<file path="src/rtl/alu_issue_pkg.sv">
// alu_issue_pkg: shared definitions for the ALU issue stage.
//   XLEN / RF_ADDR_W : operand width and register index width
//   OPC_*            : RV64 major opcodes recognised by the decoder
//   cls_e            : instruction class reported to execute
//   issue_entry_t    : one fully decoded issue entry (operands, codes, rd, pc)
//   state_e          : occupancy of the two-entry issue buffer
package alu_issue_pkg;

  localparam int XLEN      = 64;
  localparam int RF_ADDR_W = 5;

  localparam logic [6:0] OPC_OP     = 7'b0110011;
  localparam logic [6:0] OPC_OP_IMM = 7'b0010011;
  localparam logic [6:0] OPC_LOAD   = 7'b0000011;
  localparam logic [6:0] OPC_STORE  = 7'b0100011;
  localparam logic [6:0] OPC_BRANCH = 7'b1100011;
  localparam logic [6:0] OPC_LUI    = 7'b0110111;
  localparam logic [6:0] OPC_AUIPC  = 7'b0010111;
  localparam logic [6:0] OPC_JAL    = 7'b1101111;
  localparam logic [6:0] OPC_JALR   = 7'b1100111;

  typedef enum logic [2:0] {
    CLS_ALU     = 3'd0,
    CLS_LOAD    = 3'd1,
    CLS_STORE   = 3'd2,
    CLS_BRANCH  = 3'd3,
    CLS_JUMP    = 3'd4,
    CLS_ILLEGAL = 3'd5
  } cls_e;

  typedef struct packed {
    logic [XLEN-1:0]      rs1;
    logic [XLEN-1:0]      rs2;
    logic [XLEN-1:0]      pc;
    logic [2:0]           func3;
    logic [6:0]           func7;
    logic [RF_ADDR_W-1:0] rd;
    logic                 rd_we;
    cls_e                 cls;
    logic [2:0]           br_f3;
  } issue_entry_t;

  typedef enum logic [1:0] {
    ST_EMPTY = 2'd0,
    ST_ONE   = 2'd1,
    ST_FULL  = 2'd2
  } state_e;

endpackage

</file>
<file path="src/rtl/alu_issue_decode.sv">
// alu_issue_decode: purely combinational decode of one RV64 instruction into
// an issue entry for the 64-bit ALU.
//   instr, pc        : fetched instruction word and its PC
//   rdata1, rdata2   : regfile data for instr[19:15] / instr[24:20]
//   wb_we/wb_rd/wb_data : writeback bypass (only used when WB_FWD_EN is defined)
//   entry            : decoded operands, func3/func7, rd, class, branch func3, pc
// Build option: WB_FWD_EN -- bypass a same-cycle writeback onto the operands.
module alu_issue_decode
  import alu_issue_pkg::*;
(
  input  logic [31:0]          instr,
  input  logic [XLEN-1:0]      pc,
  input  logic [XLEN-1:0]      rdata1,
  input  logic [XLEN-1:0]      rdata2,
  input  logic                 wb_we,
  input  logic [RF_ADDR_W-1:0] wb_rd,
  input  logic [XLEN-1:0]      wb_data,
  output issue_entry_t         entry
);

  logic [6:0]           opcode;
  logic [2:0]           f3;
  logic [6:0]           f7;
  logic [RF_ADDR_W-1:0] rd_idx;
  logic [RF_ADDR_W-1:0] rs1_idx;
  logic [RF_ADDR_W-1:0] rs2_idx;
  logic [XLEN-1:0]      imm_i;
  logic [XLEN-1:0]      imm_s;
  logic [XLEN-1:0]      imm_u;
  logic [XLEN-1:0]      shamt;
  logic [XLEN-1:0]      opa;
  logic [XLEN-1:0]      opb;

  assign opcode  = instr[6:0];
  assign rd_idx  = instr[11:7];
  assign f3      = instr[14:12];
  assign rs1_idx = instr[19:15];
  assign rs2_idx = instr[24:20];
  assign f7      = instr[31:25];

  assign imm_i = {{(XLEN-12){instr[31]}}, instr[31:20]};
  assign imm_s = {{(XLEN-12){instr[31]}}, instr[31:25], instr[11:7]};
  assign imm_u = {{(XLEN-32){instr[31]}}, instr[31:12], 12'b0};
  // Shift-immediate forms hand the raw 6-bit shamt to the ALU; the funct7
  // bits above it are reported separately through func7.
  assign shamt = {{(XLEN-6){1'b0}}, instr[25:20]};

`ifdef WB_FWD_EN
  logic fwd1;
  logic fwd2;
  assign fwd1 = wb_we && (wb_rd == rs1_idx) && (rs1_idx != '0);
  assign fwd2 = wb_we && (wb_rd == rs2_idx) && (rs2_idx != '0);
  assign opa  = (rs1_idx == '0) ? '0 : (fwd1 ? wb_data : rdata1);
  assign opb  = (rs2_idx == '0) ? '0 : (fwd2 ? wb_data : rdata2);
`else
  logic wb_unused;
  assign wb_unused = ^{wb_we, wb_rd, wb_data};
  assign opa = (rs1_idx == '0) ? '0 : rdata1;
  assign opb = (rs2_idx == '0) ? '0 : rdata2;
`endif

  always_comb begin
    entry     = '0;
    entry.pc  = pc;
    entry.cls = CLS_ILLEGAL;
    case (opcode)
      OPC_OP: begin
        entry.cls   = CLS_ALU;
        entry.rs1   = opa;
        entry.rs2   = opb;
        entry.func3 = f3;
        entry.func7 = f7;
        entry.rd    = rd_idx;
        entry.rd_we = (rd_idx != '0);
      end
      OPC_OP_IMM: begin
        entry.cls   = CLS_ALU;
        entry.rs1   = opa;
        entry.rs2   = ((f3 == 3'd1) || (f3 == 3'd5)) ? shamt : imm_i;
        entry.func3 = f3;
        // Only the SRAI/SRLI distinction survives into func7.
        entry.func7 = (f3 == 3'd5) ? (f7 & 7'h20) : 7'h00;
        entry.rd    = rd_idx;
        entry.rd_we = (rd_idx != '0);
      end
      OPC_LOAD: begin
        entry.cls   = CLS_LOAD;
        entry.rs1   = opa;
        entry.rs2   = imm_i;
        entry.br_f3 = f3;
        entry.rd    = rd_idx;
        entry.rd_we = (rd_idx != '0);
      end
      OPC_STORE: begin
        entry.cls   = CLS_STORE;
        entry.rs1   = opa;
        entry.rs2   = imm_s;
        entry.br_f3 = f3;
      end
      OPC_BRANCH: begin
        entry.cls   = CLS_BRANCH;
        entry.rs1   = opa;
        entry.rs2   = opb;
        entry.func7 = 7'h20;
        entry.br_f3 = f3;
      end
      OPC_LUI: begin
        entry.cls   = CLS_ALU;
        entry.rs2   = imm_u;
        entry.rd    = rd_idx;
        entry.rd_we = (rd_idx != '0);
      end
      OPC_AUIPC: begin
        entry.cls   = CLS_ALU;
        entry.rs1   = pc;
        entry.rs2   = imm_u;
        entry.rd    = rd_idx;
        entry.rd_we = (rd_idx != '0);
      end
      OPC_JAL, OPC_JALR: begin
        // ALU computes the link address pc+4.
        entry.cls   = CLS_JUMP;
        entry.rs1   = pc;
        entry.rs2   = XLEN'(4);
        entry.rd    = rd_idx;
        entry.rd_we = (rd_idx != '0);
      end
      default: ;
    endcase
  end

endmodule

</file>
<file path="src/rtl/alu_issue_stage.sv">
// alu_issue_stage: decode/issue stage between fetch and the 64-bit ALU.
// Decodes at accept, holds up to two entries (main + skid) and presents the
// main entry to execute with valid/ready handshakes on both sides.
//   clk, rst_n, flush                 : clock, async active-low reset, sync drop-all
//   in_valid/in_ready/in_instr/in_pc  : fetch side (in_ready from state register)
//   rf_raddr1/2, rf_rdata1/2          : same-cycle regfile read
//   wb_we/wb_rd/wb_data               : writeback bypass (WB_FWD_EN only)
//   out_valid/out_ready, alu_*, out_* : issue entry to execute
// Build option: WB_FWD_EN -- see alu_issue_decode.
//
// state    | meaning
// ST_EMPTY | no entry held; in_ready=1, out_valid=0
// ST_ONE   | main entry valid, skid empty
// ST_FULL  | main and skid valid; in_ready=0
module alu_issue_stage
  import alu_issue_pkg::*;
(
  input  logic                 clk,
  input  logic                 rst_n,
  input  logic                 flush,
  input  logic                 in_valid,
  output logic                 in_ready,
  input  logic [31:0]          in_instr,
  input  logic [XLEN-1:0]      in_pc,
  output logic [RF_ADDR_W-1:0] rf_raddr1,
  output logic [RF_ADDR_W-1:0] rf_raddr2,
  input  logic [XLEN-1:0]      rf_rdata1,
  input  logic [XLEN-1:0]      rf_rdata2,
  input  logic                 wb_we,
  input  logic [RF_ADDR_W-1:0] wb_rd,
  input  logic [XLEN-1:0]      wb_data,
  output logic                 out_valid,
  input  logic                 out_ready,
  output logic [XLEN-1:0]      alu_rs1,
  output logic [XLEN-1:0]      alu_rs2,
  output logic [2:0]           alu_func3,
  output logic [6:0]           alu_func7,
  output logic [RF_ADDR_W-1:0] out_rd,
  output logic                 out_rd_we,
  output logic [2:0]           out_cls,
  output logic [2:0]           out_br_f3,
  output logic [XLEN-1:0]      out_pc
);

  state_e       state_q, state_d;
  issue_entry_t main_q, skid_q, dec_entry;
  logic         accept, issue;
  logic         load_main_in, load_main_skid, load_skid_in;

  assign rf_raddr1 = in_instr[19:15];
  assign rf_raddr2 = in_instr[24:20];

  alu_issue_decode u_decode (
    .instr   (in_instr),
    .pc      (in_pc),
    .rdata1  (rf_rdata1),
    .rdata2  (rf_rdata2),
    .wb_we   (wb_we),
    .wb_rd   (wb_rd),
    .wb_data (wb_data),
    .entry   (dec_entry)
  );

  assign in_ready  = (state_q != ST_FULL);
  assign out_valid = (state_q != ST_EMPTY);
  assign accept    = in_valid && in_ready;
  assign issue     = out_valid && out_ready;

  always_ff @(posedge clk or negedge rst_n) begin
    if (!rst_n) state_q <= ST_EMPTY;
    else        state_q <= state_d;
  end

  always_comb begin
    state_d        = state_q;
    load_main_in   = 1'b0;
    load_main_skid = 1'b0;
    load_skid_in   = 1'b0;
    case (state_q)
      ST_EMPTY: begin
        if (accept) begin
          state_d      = ST_ONE;
          load_main_in = 1'b1;
        end
      end
      ST_ONE: begin
        if (accept && issue) begin
          load_main_in = 1'b1;
        end else if (accept) begin
          state_d      = ST_FULL;
          load_skid_in = 1'b1;
        end else if (issue) begin
          state_d = ST_EMPTY;
        end
      end
      ST_FULL: begin
        if (issue) begin
          state_d        = ST_ONE;
          load_main_skid = 1'b1;
        end
      end
      default: state_d = ST_EMPTY;
    endcase
    // Flush wins over any handshake in the same cycle, including an accept.
    if (flush) begin
      state_d        = ST_EMPTY;
      load_main_in   = 1'b0;
      load_main_skid = 1'b0;
      load_skid_in   = 1'b0;
    end
  end

  always_ff @(posedge clk or negedge rst_n) begin
    if (!rst_n) begin
      main_q <= '0;
      skid_q <= '0;
    end else begin
      if (load_main_in)        main_q <= dec_entry;
      else if (load_main_skid) main_q <= skid_q;
      if (load_skid_in)        skid_q <= dec_entry;
    end
  end

  assign alu_rs1   = main_q.rs1;
  assign alu_rs2   = main_q.rs2;
  assign alu_func3 = main_q.func3;
  assign alu_func7 = main_q.func7;
  assign out_rd    = main_q.rd;
  assign out_rd_we = main_q.rd_we;
  assign out_cls   = main_q.cls;
  assign out_br_f3 = main_q.br_f3;
  assign out_pc    = main_q.pc;

endmodule

</file>
<file path="config.mk">
export PLATFORM = sky130hd
export DESIGN_NAME = alu_issue_stage
export DESIGN_NICKNAME = d
export VERILOG_FILES = /design/src/rtl/alu_issue_pkg.sv /design/src/rtl/alu_issue_decode.sv /design/src/rtl/alu_issue_stage.sv
export SDC_FILE = /design/constraint.sdc
export NUM_CORES = 1
export LEC_CHECK = 0
export CAP_MARGIN = 20
export CORE_MARGIN = 3
export CORE_UTILIZATION = 52
export DETAILED_ROUTE_END_ITERATION = 8
export PLACE_DENSITY = 0.85
export SLEW_MARGIN = 20
export SYNTH_ARGS = -nofsm -noshare
export SYNTH_HDL_FRONTEND = slang
export SYNTH_HIERARCHICAL = 1
export SYNTH_SLANG_ARGS = --single-unit
</file>
<file path="constraint.sdc">
create_clock -name clk -period 4.2 [get_ports clk]
set_input_delay 0.63 -clock clk [delete_from_list [all_inputs] [get_ports clk]]
set_output_delay 0.63 -clock clk [all_outputs]
set_load 0.01 [all_outputs]
</file>
==> impl_metrics.toml, run 1 <==
[status]
status = "completed"

[power_and_ir_drop]
seqPwrFrac = 0.461
powerDensity_nw_per_um2 = 406.1
leakagePower_nw = 11.95
power_mw = 10.39
netSwitchingPower_mw = 2.506
p_int_mw = 7.882
pwr-share-clk = 0.396
sw_frac_of_total = 0.2413
p_comb_frac = 0.143
ir_worst_vdd_mv = 0.2571

[route]
num_vias = 14489
drcViolationCount = 0
dr.pass1.iters = 5
avgViaCountPerCell = 6.124
final_antenna_net_count = 0
drt_iter0_drc = 1035
wl_per_cell_um = 24.28
drt-total-wl_um = 57450

[global_routing]
busiest_layer = "met2"
grt_use_total = 0.2785
grt-ovfl-total = 0
grt_pass1_wl_um = 90320
met2_usage = 0.4609
grt_pass1_vias = 15472
grtUsageMet1 = 0.3431
grt_max_degree = 215
gr-usage-met3 = 0.07814
antenna_found_initial = 6

[sta]
final_max_slew_viol_count = 0
fin_skew_ps = 13.30
finalCriticalPeriod_ps = 2743
fmax_ghz = 0.3646
setup_tns_ps = 0
setup_viol = 0
period_share = 0.6530
tightest_slew_ps = 1098
finalHoldViolCount = 0
rsz0062_at_grt = "false"
maxSlewHeadroom = 0.2683
setup_slack_ps = 1457

[synthesis]
synthFlopType = "dfrtp_1"
synth-seq-cells = 430
ys_warn_count = 6
synth_area_leaders = "dfrtp_1 (54%), a221o_1 (12%), mux2_2 (9.0%)"
ys_seq_area_frac = 0.5402
avgSynthCellArea_um2 = 13.38
synth_edf_count = 0
synth_cells = 1489
yosys-top-cells-count = "dfrtp_1 (430), a221o_1 (237), and2_1 (225)"
synth_top_cell_area_share = 0.5402
synth_most_common_cell = "dfrtp_1"
async_reset_ff_frac = 1.000
syn_area_um2 = 19920
synth_fp_nets = 1788
post-synth-top-area-cell = "dfrtp_1"
synth.distinct_cells = 47

[finish]
final_cell_area_um2 = 25580
syn_to_final_growth_pct = 28.42
register_area_um2 = 10760
multiInputGateArea_um2 = 7714
post-route-util = 0.6791
nets = 2120
drive_gt1_frac = 0.1594
fillers = 2670

[worst_setup_path]
cp_common_cell = "buf_4"
cp-start-kind = "primary input"
critical_path.max_stage_delay_ps = 780
worstPathRequired_ps = 4690
crit_arrival_ps = 3230
path_max_fanout = 33
slowest_stage = "clkdlybuf4s50_1"
path_cells = "clkdlybuf4s50_1 > nor2b_1 > o21ai_1 > nor3_4 > buf_4 > buf_4 > a21o_1 > a221o_1"
critPathKind = "primary input to flip-flop"
cp-end-kind = "flip-flop"

[clocking]
cts_made_buffers = 45
cts_root_buffer = "clkbuf_16"
post-cts-setup-buffers = 0
ctsHoldBuffers = 0
cts_tree = "done"
clock_sinks = 430
cts_buffer_depth = 3
htree_levels = 2
clk_latency_ps = 560
path_clk_slew_ps = 70
postCtsResizedCells = 0

[placement]
postPlaceCellArea_um2 = 24050
dp_hpwl_um = 37910
place_congestion = 0.8623
io_buffers = 454
dp_slack_ps = 961.0

[floorplan]
initial_utilization = 0.5288
placementRows = 71
die-area_um2 = 40690
die_w_um = 201.7
coreArea_um2 = 37670
io_pins = 525
die_y_um = 201.7

[job]
max_cap_violations = 0

[worst_hold_path]
hp-class = "primary input to async pin"
[power by group through the flow]
stage / sequential, mW / combinational (mW) / clock (mW)
final: 4.79 / 1.49 / 4.11
after global placement: 4.82 / 1.45 / 0
after detailed placement: 4.85 / 1.49 / 0
after floorplan: 4.86 / 0.643 / 0
after CTS: 4.78 / 1.50 / 4.17
after global routing: 4.83 / 1.58 / 4.34
[registers in the layout, indices dropped and copies added, names as in the netlist]
register   cells
alu_func3      3
alu_func7      7
alu_rs1       64
alu_rs2       64
out_br_f3      3
out_cls        3
out_pc        64
out_rd         5
out_rd_we      1
skid_q       214
state_q        2
[critical path: cells and delay by family]
| family | cells | cell delay [ps] |
|---|---|---|
| compound gates | 3 | 510 |
| buf+inv | 3 | 1590 |
| simple gates | 2 | 480 |
[final timing paths]
kind	startpoint	end	slack, ps	cells after the start
worst min register to register	skid_q[190]	skid_q[190]	480	1
max in group asynchronous	rst_n	alu_rs1[45]	3020	2
worst min-delay path	rst_n	alu_rs1[17]	150	1
min in group clk	skid_q[190]	skid_q[190]	480	1
worst max-delay path	in_instr[6]	alu_rs2[44]	1460	8
worst max register to register	state_q[1]	alu_rs1[17]	1910	4
[per-stage QoR]
step	hold slack (ps)	std cells
after floorplan	334.4	1489
after global placement	464.6	2285
after detailed placement	472.9	2285
after CTS	176.2	2362
after global routing	222.5	2365
final	151.1	2366
[cell type report]
| class | count | share of cell area |
|---|---|---|
| inverters | 1 | 0.0001467 |
| clock inverters | 14 | 0.008267 |
| repair buffers | 484 | 0.1930 |
| clock buffers | 63 | 0.05097 |
| flip-flops and latches | 430 | 0.4207 |
| diodes | 4 | 0.0003913 |
| well taps | 511 | 0.02500 |
| multi-input cells | 859 | 0.3016 |
[layer usage]
metal | share of wire | routed length, µm
met2 | 0.49 | 27890
met4 | 0.044 | 2545
met1 | 0.38 | 21860
met5 | 0.00042 | 24
met3 | 0.089 | 5135
[kinds of logic (layout without fill, tap and decap cells)]
group	count (synthesis)	in the layout	synth area share
flip-flops	430	430	0.5402
AO/OA/AOI/OAI	361	361	0.1708
AND/OR/NAND/NOR	282	282	0.08857
multiplexers	216	216	0.1258
other	0	4	0
buffers and inverters	200	562	0.07463
[cells in the final DEF, fill, tap and decap left out, types with 5 or more instances in the layout]
cell,instances
clkbuf_1,7
a22o_1,71
and3_1,6
mux2_1,34
bufinv_16,5
clkbuf_16,45
and2_1,225
a21o_1,37
buf_4,17
nor2_1,7
a221o_1,237
mux2_2,160
clkdlybuf4s50_1,453
nand2_1,8
dfrtp_1,430
buf_12,13
mux2_4,20
nor2b_1,7
clkbuf_8,11
No activity file was read; power rests on OpenSTA's default activity.
==> run 2: changes to the inputs <==
--- a/config.mk
+++ b/config.mk
@@ -7,9 +7,9 @@
 export LEC_CHECK = 0
 export CAP_MARGIN = 20
 export CORE_MARGIN = 3
-export CORE_UTILIZATION = 52
+export CORE_UTILIZATION = 44
 export DETAILED_ROUTE_END_ITERATION = 8
-export PLACE_DENSITY = 0.85
+export PLACE_DENSITY = 0.76
 export SLEW_MARGIN = 20
 export SYNTH_ARGS = -nofsm -noshare
 export SYNTH_HDL_FRONTEND = slang
==> constraint.sdc (replaced) <==
create_clock -name clk -period 2.2 [get_ports clk]
set_input_delay 0.33 -clock clk [delete_from_list [all_inputs] [get_ports clk]]
set_output_delay 0.33 -clock clk [all_outputs]
set_load 0.01 [all_outputs]
==> run 2 against run 1 <==
  * Critical path depth unchanged
  * Core utilization decreased by 7.8 points
  * Clock skew increased by 7.1 ps
  * Non-clock buffer count increased by 89
  * Register-to-register slack got worse by 1700 ps
  * Cell area increased by 4.6%
  * Critical endpoint is now alu_rs1[14]
  * First-iteration DRC count increased by 34%
  * Highest routed layer unchanged
==> impl_metrics.toml, run 2 (synthesis results as in run 1) <==
[worst_setup_path]
path_cells = "clkdlybuf4s50_1 > or4_1 > nor2_1 > buf_4 > a211oi_4 > buf_4 > a22o_1 > a221o_1"
worstRegToRegCells = 4
critPathKind = "primary input to flip-flop"
reg2reg_from = "state_q[1]"
cp-end-kind = "flip-flop"
worstPathRequired_ps = 2630
path_max_fanout = 14
critical_path.max_stage_delay_ps = 520
crit_arrival_ps = 2510
cp_common_cell = "buf_4"
slowest_stage = "or4_1"
r2r-end = "skid_q[163]"
regToRegSetupSlack_ps = 260
cp-start-kind = "primary input"

[floorplan]
die_y_um = 218.8
initial_utilization = 0.4475
io_pins = 525
placementRows = 77
die_w_um = 218.8
coreArea_um2 = 44510
die-area_um2 = 47860

[clocking]
clk_latency_ps = 570
cts_buffer_depth = 3
htree_levels = 2
clock_sinks = 430
cts_tree = "done"
path_clk_slew_ps = 60
cts_made_buffers = 47
post-cts-setup-buffers = 0
cts_root_buffer = "clkbuf_16"

[route]
drt-total-wl_um = 60150
drcViolationCount = 0
num_vias = 14827
dr.pass1.iters = 5
avgViaCountPerCell = 5.828
wl_per_cell_um = 23.64
final_antenna_net_count = 0
drt_iter0_drc = 1390

[global_routing]
grt_max_degree = 72
grt_use_total = 0.2466
grt_pass1_vias = 15613
grt_pass1_wl_um = 92540
grt-ovfl-total = 0
antenna_found_initial = 3

[power_and_ir_drop]
leakagePower_nw = 12.55
powerDensity_nw_per_um2 = 768.0
ir_worst_vdd_mv = 0.5146

[finish]
final_common_cell = "clkdlybuf4s50_1"
nets = 2211
drive_gt1_frac = 0.2031
final_cell_area_um2 = 26760
largest_register_ffs = 214
mostFrequentLayoutCells = "clkdlybuf4s50_1 (452), dfrtp_1 (429), a221o_1 (237)"
layoutNonFillerInstCount = 2544
largest_register = "skid_q"
fillers = 3444
syn_to_final_growth_pct = 34.37

[worst_hold_path]
hp-class = "primary input to async pin"

[placement]
postPlaceCellArea_um2 = 25080
place_congestion = 0.8924
placed_cells = 2454
dp_hpwl_um = 41920
io_buffers = 454

[sta]
final_max_slew_viol_count = 0
finalCriticalPeriod_ps = 2074
setup_viol = 0
tightest_slew_ps = 550.7
fmax_ghz = 0.4823
period_share = 0.9425
fin_skew_ps = 20.42
maxSlewHeadroom = 0.6329
finalHoldViolCount = 0
rsz0062_at_grt = "false"
setup_tns_ps = 0

[status]
status = "completed"

[job]
max_cap_violations = 0
[run 2: cell count changes in the layout (fill, tap and decap cells not counted), moves of 2 or more]
cell        previous run  this run
clkinvlp_4             2         5
clkinv_4               2         0
buf_4                 17        84
clkbuf_16             45        49
clkinv_2               4        11
clkbuf_1               7         5
diode_2                4         2
buf_12                13        34
[run 2: final cells by class]
cell class / count / area, µm² / area share
Antenna cell: 2 / 5.005 / 0.0001870
Clock buffer: 64 / 1383 / 0.05166
Clock inverter: 23 / 284.0 / 0.01061
Inverter: 1 / 3.754 / 0.0001402
Multi-Input combinational cell: 859 / 7714 / 0.2882
Sequential cell: 430 / 10760 / 0.4021
Tap cell: 592 / 740.7 / 0.02768
Timing Repair Buffer: 573 / 5873 / 0.2194
[run 2: power by group]
group	leakage [nW]	internal (mW)	total [mW]	switching, mW
registers	5.76	8.70	9.16	0.450
logic	5.98	1.75	2.99	1.24
clock network	0.816	5.12	8.41	3.29
[run 2: worst max-delay path: cells and delay by family]
kind,cells,cell delay (ps)
compound gates,3,610
simple gates,2,740
buf+inv,3,820
[run 2: worst max-delay path by stage]
stage                       startpoint           to  slack (ps)  cells after the start
final                     in_instr[18]  alu_rs1[14]         130                      8
after global routing      in_instr[15]  alu_rs1[14]          80                      8
after CTS                   state_q[0]    out_valid           7                      2
after detailed placement  in_instr[18]   alu_rs1[9]        -420                      8
after global placement    in_instr[18]   alu_rs1[0]        -370                      8
after floorplan           in_instr[20]  alu_rs2[12]         250                      6
[run 2: through the flow]
stage	utilization	setup WS, ps	hold WS, ps	power (mW)
5_1_grt	0.6013	77.11	278.2	21.35
6_report	0.6013	126.4	285.4	20.55
4_1_cts	0.6011	6.921	260.9	20.73
3_5_place_dp	0.5634	-418.1	265.2	12.27
2_1_floorplan	-	248.6	34.41	10.51
3_3_place_gp	0.5634	-373.0	267.7	12.17
[run 2: layer usage]
metal / track usage / share of wire / vias up
met5: 0 / 0.00022 / -
met4: 0.06740 / 0.023 / 2
met3: 0.06257 / 0.084 / 89
met2: 0.4078 / 0.49 / 708
met1: 0.3239 / 0.41 / 7646
li1: - / - / 6382
[run 2: timing repair]
item,in CTS,in global routing
endpoints found under the setup margin,0,1
endpoints found under the hold margin,29,0
gates resized for setup,0,2
hold buffers,1,0
==> variant (settings of run 2) <==
Build with the macro `WB_FWD_EN` defined.
--- a/src/rtl/alu_issue_decode.sv
+++ b/src/rtl/alu_issue_decode.sv
@@ -6,4 +6,6 @@
 //   entry            : decoded operands, func3/func7, rd, class, branch func3, pc
 // Build option: WB_FWD_EN -- bypass a same-cycle writeback onto the operands.
+`define WB_FWD_EN
+
 module alu_issue_decode
   import alu_issue_pkg::*;
Check against the original RTL: not equivalent (Yosys sat finds a counterexample within 4 cycles, from zero or initial values and one cycle with rst_n low).
==> variant against run 2 <==
- the flow now finishes with violations (negative setup slack)
- first-iteration DRC count grew 2.9%
- count of clock-buffer cells in the layout grew 6
- setup slack lost 180 ps
- largest power group unchanged
- sequential cell count is the same
- non-clock buffer count grew 95
- power grew 0.71%
- area after synthesis grew 5.0%
- final area grew 8.0%
- synthesized cell count grew 13%
- routed wire length grew 25%
==> variant: results (changes against run 2) <==
Number of global-route vias before repair: 17836 (was 15613)
Total GRT Usage: 28.93% (was 24.66%)
Synth area leaders: dfrtp_1 51%, a221o_1 13%, mux2_2 8.6%, and2_1 6.9%, mux2i_1 3.4% (was dfrtp_1 54%, a221o_1 12%, mux2_2 9.0%, and2_1 7.1%, a22o_1 3.1%)
Setup Skew: 22.92 ps (was 20.42 ps)
M1 WL: 28.61 mm (was 24.44 mm)
DR pass1 iterations: 7 (was 5)
CP arrival: 2690 ps (was 2510 ps)
CP max-delay cell: clkdlybuf4s50_1 (was or4_1)
Nets@finish: 2490 (was 2211)
Worst setup margin: -49.18 ps (was 126.4 ps)
Met1 GRT Util: 35.93% (was 32.39%)
Register area share after synthesis: 51.45% (was 54.02%)
Grt met3 use: 6.788% (was 6.257%)
FF-to-FF setup slack: 170 ps (was 260 ps)
Syn avg cell area: 12.41 um2 (was 13.38 um2)
Syn nets: 1985 (was 1788)
Antenna violations before repair: 8 (was 3)
Largest net degree at the start of global routing: 85 (was 72)
Failing checks: negative setup slack
Status: finished with violations (was completed)
First-iteration detailed-routing DRC count: 1430 (was 1390)
Pre-CTS setup slack: -816.4 ps (was -418.1 ps)
WL final: 75.29 mm (was 60.15 mm)
Placed inst area: 27110 um2 (was 25080 um2)
Tightest Pin Transition: 463.5 ps (was 550.7 ps)
Hold Slack: 246.2 ps (was 285.4 ps)
Port bufs: 524 (was 454)
Wire length on met2: 36.68 mm (was 29.25 mm)
Setup_tns: -182.4 ps (was 0 ps)
Yosys cell types: 42 (was 47)
First-pass GRT wire length: 112.2 mm (was 92.54 mm)
Clk pwr share: 39.5% (was 40.9%)
Post-DP HPWL: 53.01 mm (was 41.92 mm)
Crit-path max FO: 11 (was 14)
Final setup viols: 12 (was 0)
Metal3 WL: 6.859 mm (was 5.076 mm)
Vias per cell: 5.977 (was 5.828)
Cell Count, Final, Fillers Out: 2837 (was 2544)
Worst R2R End: alu_rs1[11]$_DFFE_PN0P_ (was skid_q[163]$_DFFE_PN0P_)
Post-CTS setup buffer count: 2 (was 0)
Post-CTS Resized: 11 (was 0)
## variant: changes by cell type in the layout (fill, tap and decap cells not counted), sizes merged, moves of 8 or more
cell / change
o21ai: +72
a22o: -71
mux2i: +70
nand2: +69
clkdlybuf4s50: +60
a221o: +35
buf: +23
a21o: -17
clkbuf: +8
xnor2: +8
## variant: final cells by class
| type | instances | area [um2] |
|---|---|---|
| multi-input combinational | 1044 | 8835 |
| timing repair buffer | 668 | 6947 |
| tap | 607 | 759.5 |
| fill | 3629 | 17850 |
| clock buffer | 70 | 1445 |
| clock inverter | 14 | 151.4 |
| sequential | 430 | 10760 |
| antenna | 4 | 10.01 |
## variant: cell families after synthesis
logic type,count (synthesis),share of synthesized area (%)
simple gates,368,10.03
flops,430,51.45
xor+xnor,10,0.4188
buf+inv,212,6.832
compound gates,380,15.95
mux,286,15.33
